==> config.mk <==
export PLATFORM = sky130hd
export DESIGN_NAME = conv_adder_tree_acc
export DESIGN_NICKNAME = d
export VERILOG_FILES = /design/src/rtl/conv_adder_tree_acc.sv
export SDC_FILE = /design/constraint.sdc
export NUM_CORES = 1
export LEC_CHECK = 0
export BUFFER_PORTS_ARGS = -buffer_cell sky130_fd_sc_hd__buf_2
export CAP_MARGIN = 10
export CORE_MARGIN = 2
export CORE_UTILIZATION = 40
export DETAILED_ROUTE_END_ITERATION = 12
export HOLD_SLACK_MARGIN = 0.02
export MAX_ROUTING_LAYER = met4
export PLACE_DENSITY_LB_ADDON = 0.08
export SYNTH_ARGS = -nofsm -noshare
export SYNTH_HDL_FRONTEND = slang
export SYNTH_SLANG_ARGS = --single-unit
==> constraint.sdc <==
create_clock -name clk -period 7.75 [get_ports clk]
set_input_delay 0.775 -clock clk [delete_from_list [all_inputs] [get_ports clk]]
set_output_delay 0.775 -clock clk [all_outputs]
set_load 0.01 [all_outputs]
==> src/rtl/conv_adder_tree_acc.sv <==
// Pipelined signed adder tree with per-frame channel accumulation.
// Reduces NUM_INPUTS operands per beat and accumulates beat sums until a last
// beat arrives, or until MAX_CHANNELS beats have been seen.
module conv_adder_tree_acc #(
  parameter int unsigned DATA_WIDTH   = 19,
  parameter int unsigned NUM_INPUTS   = 9,
  parameter int unsigned MAX_CHANNELS = 4,
  localparam int unsigned TREE_LEVELS = $clog2(NUM_INPUTS),
  localparam int unsigned OUT_WIDTH   = DATA_WIDTH + TREE_LEVELS + $clog2(MAX_CHANNELS)
) (
  input  logic                             clk,
  input  logic                             reset,
  input  logic                             enable,
  input  logic                             in_valid,
  input  logic                             in_last,
  input  logic [DATA_WIDTH*NUM_INPUTS-1:0] in_data,
  output logic                             out_valid,
  output logic [OUT_WIDTH-1:0]             out_data,
  output logic                             chan_overflow
);

  localparam int unsigned CNT_W = $clog2(MAX_CHANNELS + 1);
  localparam int unsigned SRC_W = 2 * NUM_INPUTS;

  // src[j] feeds register level j+1; entries past the live node count stay 0, so
  // an odd leftover node is summed with 0 and passes through unchanged.
  logic signed [OUT_WIDTH-1:0] src    [TREE_LEVELS][SRC_W];
  logic signed [OUT_WIDTH-1:0] tree_q [TREE_LEVELS][NUM_INPUTS];
  logic [TREE_LEVELS-1:0]      vld_q;
  logic [TREE_LEVELS-1:0]      lst_q;

  logic signed [OUT_WIDTH-1:0] tree_sum;
  logic signed [OUT_WIDTH-1:0] acc_q;
  logic signed [OUT_WIDTH-1:0] acc_sum;
  logic signed [OUT_WIDTH-1:0] out_data_q;
  logic [CNT_W-1:0]            chan_cnt_q;
  logic [CNT_W-1:0]            cnt_next;
  logic                        first_beat_q;
  logic                        out_valid_q;
  logic                        ovf_q;
  logic                        cnt_full;
  logic                        done;
  logic                        set_ovf;

  // Level 0 sign-extension and wiring of each register level to the next.
  always_comb begin
    for (int j = 0; j < TREE_LEVELS; j++) begin
      for (int i = 0; i < SRC_W; i++) begin
        src[j][i] = '0;
      end
    end
    for (int i = 0; i < NUM_INPUTS; i++) begin
      src[0][i] = OUT_WIDTH'($signed(in_data[i*DATA_WIDTH +: DATA_WIDTH]));
    end
    for (int j = 1; j < TREE_LEVELS; j++) begin
      for (int i = 0; i < NUM_INPUTS; i++) begin
        src[j][i] = tree_q[j-1][i];
      end
    end
  end

  // Tree registers plus the valid/last shift pipeline that tracks them.
  always_ff @(posedge clk) begin
    if (reset) begin
      for (int j = 0; j < TREE_LEVELS; j++) begin
        for (int i = 0; i < NUM_INPUTS; i++) begin
          tree_q[j][i] <= '0;
        end
      end
      vld_q <= '0;
      lst_q <= '0;
    end else if (enable) begin
      for (int j = 0; j < TREE_LEVELS; j++) begin
        for (int i = 0; i < NUM_INPUTS; i++) begin
          tree_q[j][i] <= src[j][2*i] + src[j][2*i+1];
        end
      end
      vld_q[0] <= in_valid;
      lst_q[0] <= in_last;
      for (int j = 1; j < TREE_LEVELS; j++) begin
        vld_q[j] <= vld_q[j-1];
        lst_q[j] <= lst_q[j-1];
      end
    end
  end

  assign tree_sum = tree_q[TREE_LEVELS-1][0];

  // Accumulator next-state: restart from 0 on the first beat of a frame.
  always_comb begin
    acc_sum  = (first_beat_q ? '0 : acc_q) + tree_sum;
    cnt_next = first_beat_q ? CNT_W'(1) : chan_cnt_q + CNT_W'(1);
    cnt_full = (cnt_next == CNT_W'(MAX_CHANNELS));
    done     = lst_q[TREE_LEVELS-1] || cnt_full;
    // A single-channel configuration completes every beat by design, not by overflow.
    set_ovf  = (MAX_CHANNELS > 1) && !lst_q[TREE_LEVELS-1] && cnt_full;
  end

  // Accumulator stage; invalid tree beats only drop out_valid.
  always_ff @(posedge clk) begin
    if (reset) begin
      acc_q        <= '0;
      chan_cnt_q   <= '0;
      out_data_q   <= '0;
      out_valid_q  <= 1'b0;
      ovf_q        <= 1'b0;
      first_beat_q <= 1'b1;
    end else if (enable) begin
      if (vld_q[TREE_LEVELS-1]) begin
        acc_q      <= acc_sum;
        chan_cnt_q <= cnt_next;
        if (done) begin
          out_data_q   <= acc_sum;
          out_valid_q  <= 1'b1;
          first_beat_q <= 1'b1;
        end else begin
          out_valid_q  <= 1'b0;
          first_beat_q <= 1'b0;
        end
        if (set_ovf) begin
          ovf_q <= 1'b1;
        end
      end else begin
        out_valid_q <= 1'b0;
      end
    end
  end

  assign out_valid     = out_valid_q;
  assign out_data      = out_data_q;
  assign chan_overflow = ovf_q;

endmodule

==> results.txt <==
Critical Path AT: 4000 ps
worst-path maximum fanout: 29
Leakage: 0.00988 uW
Post-CTS Hold Buffers: 0
Final setup viols: 0
mux cell area share after synthesis: 0.658%
drt total wl: 43.8 mm
fmax: 0.284 GHz
worst hold start: acc_q[7]
Worst-Margin Slew: 1150 ps
CP top delay family: simple AND/OR/NAND/NOR gates
clock share of power: 38.1%
antenna viol nets, final: 0
largest family of logic cells by synthesized area: compound AO/OA/AOI/OAI gates
commonest non-fill, non-tap cell in the layout: edfxtp_1
CTS Buf Count: 37
xor/xnor share of the synthesized area: 6.20%
Core Area: 48,800 um^2
gr ovfl total: 0
worst relative slew slack: 23.2%
simple-gate share of the synthesized area: 16.7%
number of synthesized flops with an enable pin: 237
Starting Density: 40.5%
Pint: 3460 uW
Synth Warn #: 0
Crit Reg-Reg Startpoint: vld_q[3]
GRT Total Usage: 17.6%
Worst-path clk slew: 60 ps
Worst Path Required: 8230 ps
average size of a mapped cell: 10.0 um^2
clk buf depth: 3
Critical Path Source: enable
worst path cell trace: buf_2 -> and2_1 -> nand3b_1 -> nor3_1 -> a21o_1 -> and2_1 -> or4b_1 -> nand3_1
Final Non-Filler Cells: 2,849
first drt pass iteration count: 5
outcome: finished clean
fin nets: 2,532
flop-to-flop setup slack: 4460 ps
slowest CP cell: and2_1
fin. max-slew vios: 0
row cnt: 81
Flop pwr share: 40.8%
Buffers on Ports: 202
postcts setup bufs: 0
share of cells above drive strength 1: 13.8%
post-synthesis sequential area ratio: 42.5%
Mapped Nets: 2,352
GP Congestion: 0.878
Netlist Area Pre-Place: 19,800 um^2
Period minus WS final: 3530 ps
largest net degree at the start of global routing: 99
#FFs+latches synth: 301
clk_skew: 13.6 ps
Comb pwr share: 21.1%
Switch Pwr: 1320 uW
Switching Fraction: 27.7%
Final Core Density: 46.5%
ys flop type: edfxtp_1
Async S/R FF share, synth: 0%
area grow syn2layout: 14.9%
final hold vios: 0
endpoint class of the critical path: flip-flop
vias: 14,854
H-tree Lvls: 2
global-route wire length before repair: 71.3 mm
die area: 51,200 um^2
Top Ports: 203
Ant. Diodes: 0
die width: 226 um
Max Cap Violations: 0
vias in the first global route: 14,394
max incr delay on CP: 950 ps
TritonCTS clock tree: yes
Cells after DPL: 2,783
post-synth cell types: 84
drt first-iter violations: 805
drt wl/cell: 15.4 um
Setup TNS Final: 0 ps
vias per cell: 5.21
Critical Path Start Type: input pin
post-CTS resize count: 0
initial antenna violation count: 0
Sink Count: 301
Cells after Synth: 1,978
worst min path class: reg -> reg
Tcrit/Tclk final: 45.5%
commonest non-fill, non-tap cells in the layout: 237 x edfxtp_1, 215 x nor2_1, 202 x buf_2
Cell Pwr Density: 210 nW/um^2
Worst-Skew Late Latency: 550 ps
# DRC: 0
reg2reg path depth: 7
Critical Path Most Common Cell: and2_1
Synth Area in Compound Gates: 18.8%
crit path kind: in -> reg
hold endpoint: acc_q[7]
Root Buffer: clkbuf_16
post-DP HPWL: 32.7 mm
hold path depth: 2
RSZ-0062 raised after global routing: no
CP bufs+invs: 1
Post-Synth Adder-Cell Area: 12.9%
Worst R2R End: out_data[24]
chip height: 226 um
Peak VDD IR: 0.000158 V
-- cell usage after synthesis, types with 9 or more instances --
| master | count | area (um^2) |
|---|---|---|
| edfxtp_1 | 237 | 7120 |
| nor2_1 | 216 | 811 |
| ha_1 | 189 | 2360 |
| a21oi_1 | 146 | 731 |
| nand2_1 | 112 | 420 |
| a21o_1 | 95 | 713 |
| xnor2_1 | 84 | 736 |
| and2_1 | 83 | 519 |
| dfxtp_1 | 64 | 1280 |
| o21ai_0 | 56 | 280 |
| xor2_1 | 56 | 490 |
| clkbuf_1 | 55 | 206 |
| nor3_1 | 55 | 275 |
| inv_1 | 52 | 195 |
| nand3_1 | 42 | 210 |
| nor2b_1 | 39 | 244 |
| o21bai_1 | 32 | 240 |
| nand2b_1 | 26 | 163 |
| a22o_1 | 25 | 219 |
| o21a_1 | 25 | 188 |
| o21ai_1 | 25 | 125 |
| a211oi_1 | 21 | 158 |
| a31oi_1 | 21 | 131 |
| and3_1 | 21 | 131 |
| nand4_1 | 19 | 119 |
| mux2i_1 | 13 | 130 |
| o211ai_1 | 10 | 75.1 |
| fa_1 | 9 | 180 |
-- worst reg2reg max path, cell delays in order (launching register included) --
cell and delay, ps:
dfxtp_1 340, and2_1 900, nand3b_1 180, nor3_1 290
a21o_1 150, and2_1 780, or4b_1 500, nand3_1 90
-- layer usage --
| metal | up-vias | GRT usage, % | wire, um |
|---|---|---|---|
| met1 | 6824 | 22.3 | 20400 |
| met3 | 84 | 2.24 | 1470 |
| li1 | 7682 | - | - |
| met2 | 264 | 29.0 | 20600 |
| met4 | 0 | 6.30 | 1310 |
| met5 | - | - | 0 |
-- power groups by stage --
stage | registers [uW] | logic (uW) | clock network, uW
after floorplan | 1970 | 771 | 0
after global placement | 1990 | 999 | 0
after detailed placement | 1990 | 1000 | 0
after CTS | 1960 | 1010 | 1880
after global routing | 1970 | 1140 | 1940
final | 1950 | 1010 | 1820
-- registers in the layout, summed over array words and instances (netlist names) --
signal,count
acc_q,25
first_beat_q,1
lst_q,4
out_valid,1
chan_overflow,1
chan_cnt_q,3
out_data,25
tree_q,237
vld_q,4
-- cell type report --
| class | count | area, um^2 |
|---|---|---|
| Clock buffer | 44 | 1020 |
| Clock inverter | 22 | 272 |
| Fill cell | 4624 | 26100 |
| Inverter | 52 | 203 |
| Multi-Input combinational cell | 1556 | 10900 |
| Sequential cell | 301 | 8400 |
| Tap cell | 664 | 831 |
| Timing Repair Buffer | 210 | 1070 |
-- stage by stage --
stage          setup WS [ps]  area, um^2  hold slack [ps]  power, uW
2_1_floorplan           1240       19800              432       2740
3_3_place_gp            3720       21400              437       2990
3_5_place_dp            3600       21400              444       2990
4_1_cts                 4150       22700              450       4850
5_1_grt                 3830       22700              469       5040
6_report                4220       22700              449       4780
-- kinds of logic after synthesis --
logic type,count (synthesis)
simple gates,665
compound gates,540
flops,301
fa+ha+maj,198
xor+xnor,140
buf+inv,121
mux,13
-- worst max-delay path by stage --
| stage | endpoint | depth (start not counted) |
|---|---|---|
| 3_3_place_gp | out_data[24] | 8 |
| 2_1_floorplan | tree_q[0][0] | 4 |
| 6_report | out_data[24] | 8 |
| 5_1_grt | out_data[24] | 8 |
| 4_1_cts | out_data[24] | 8 |
| 3_5_place_dp | out_data[24] | 8 |
(Power assumes the default switching activity.)
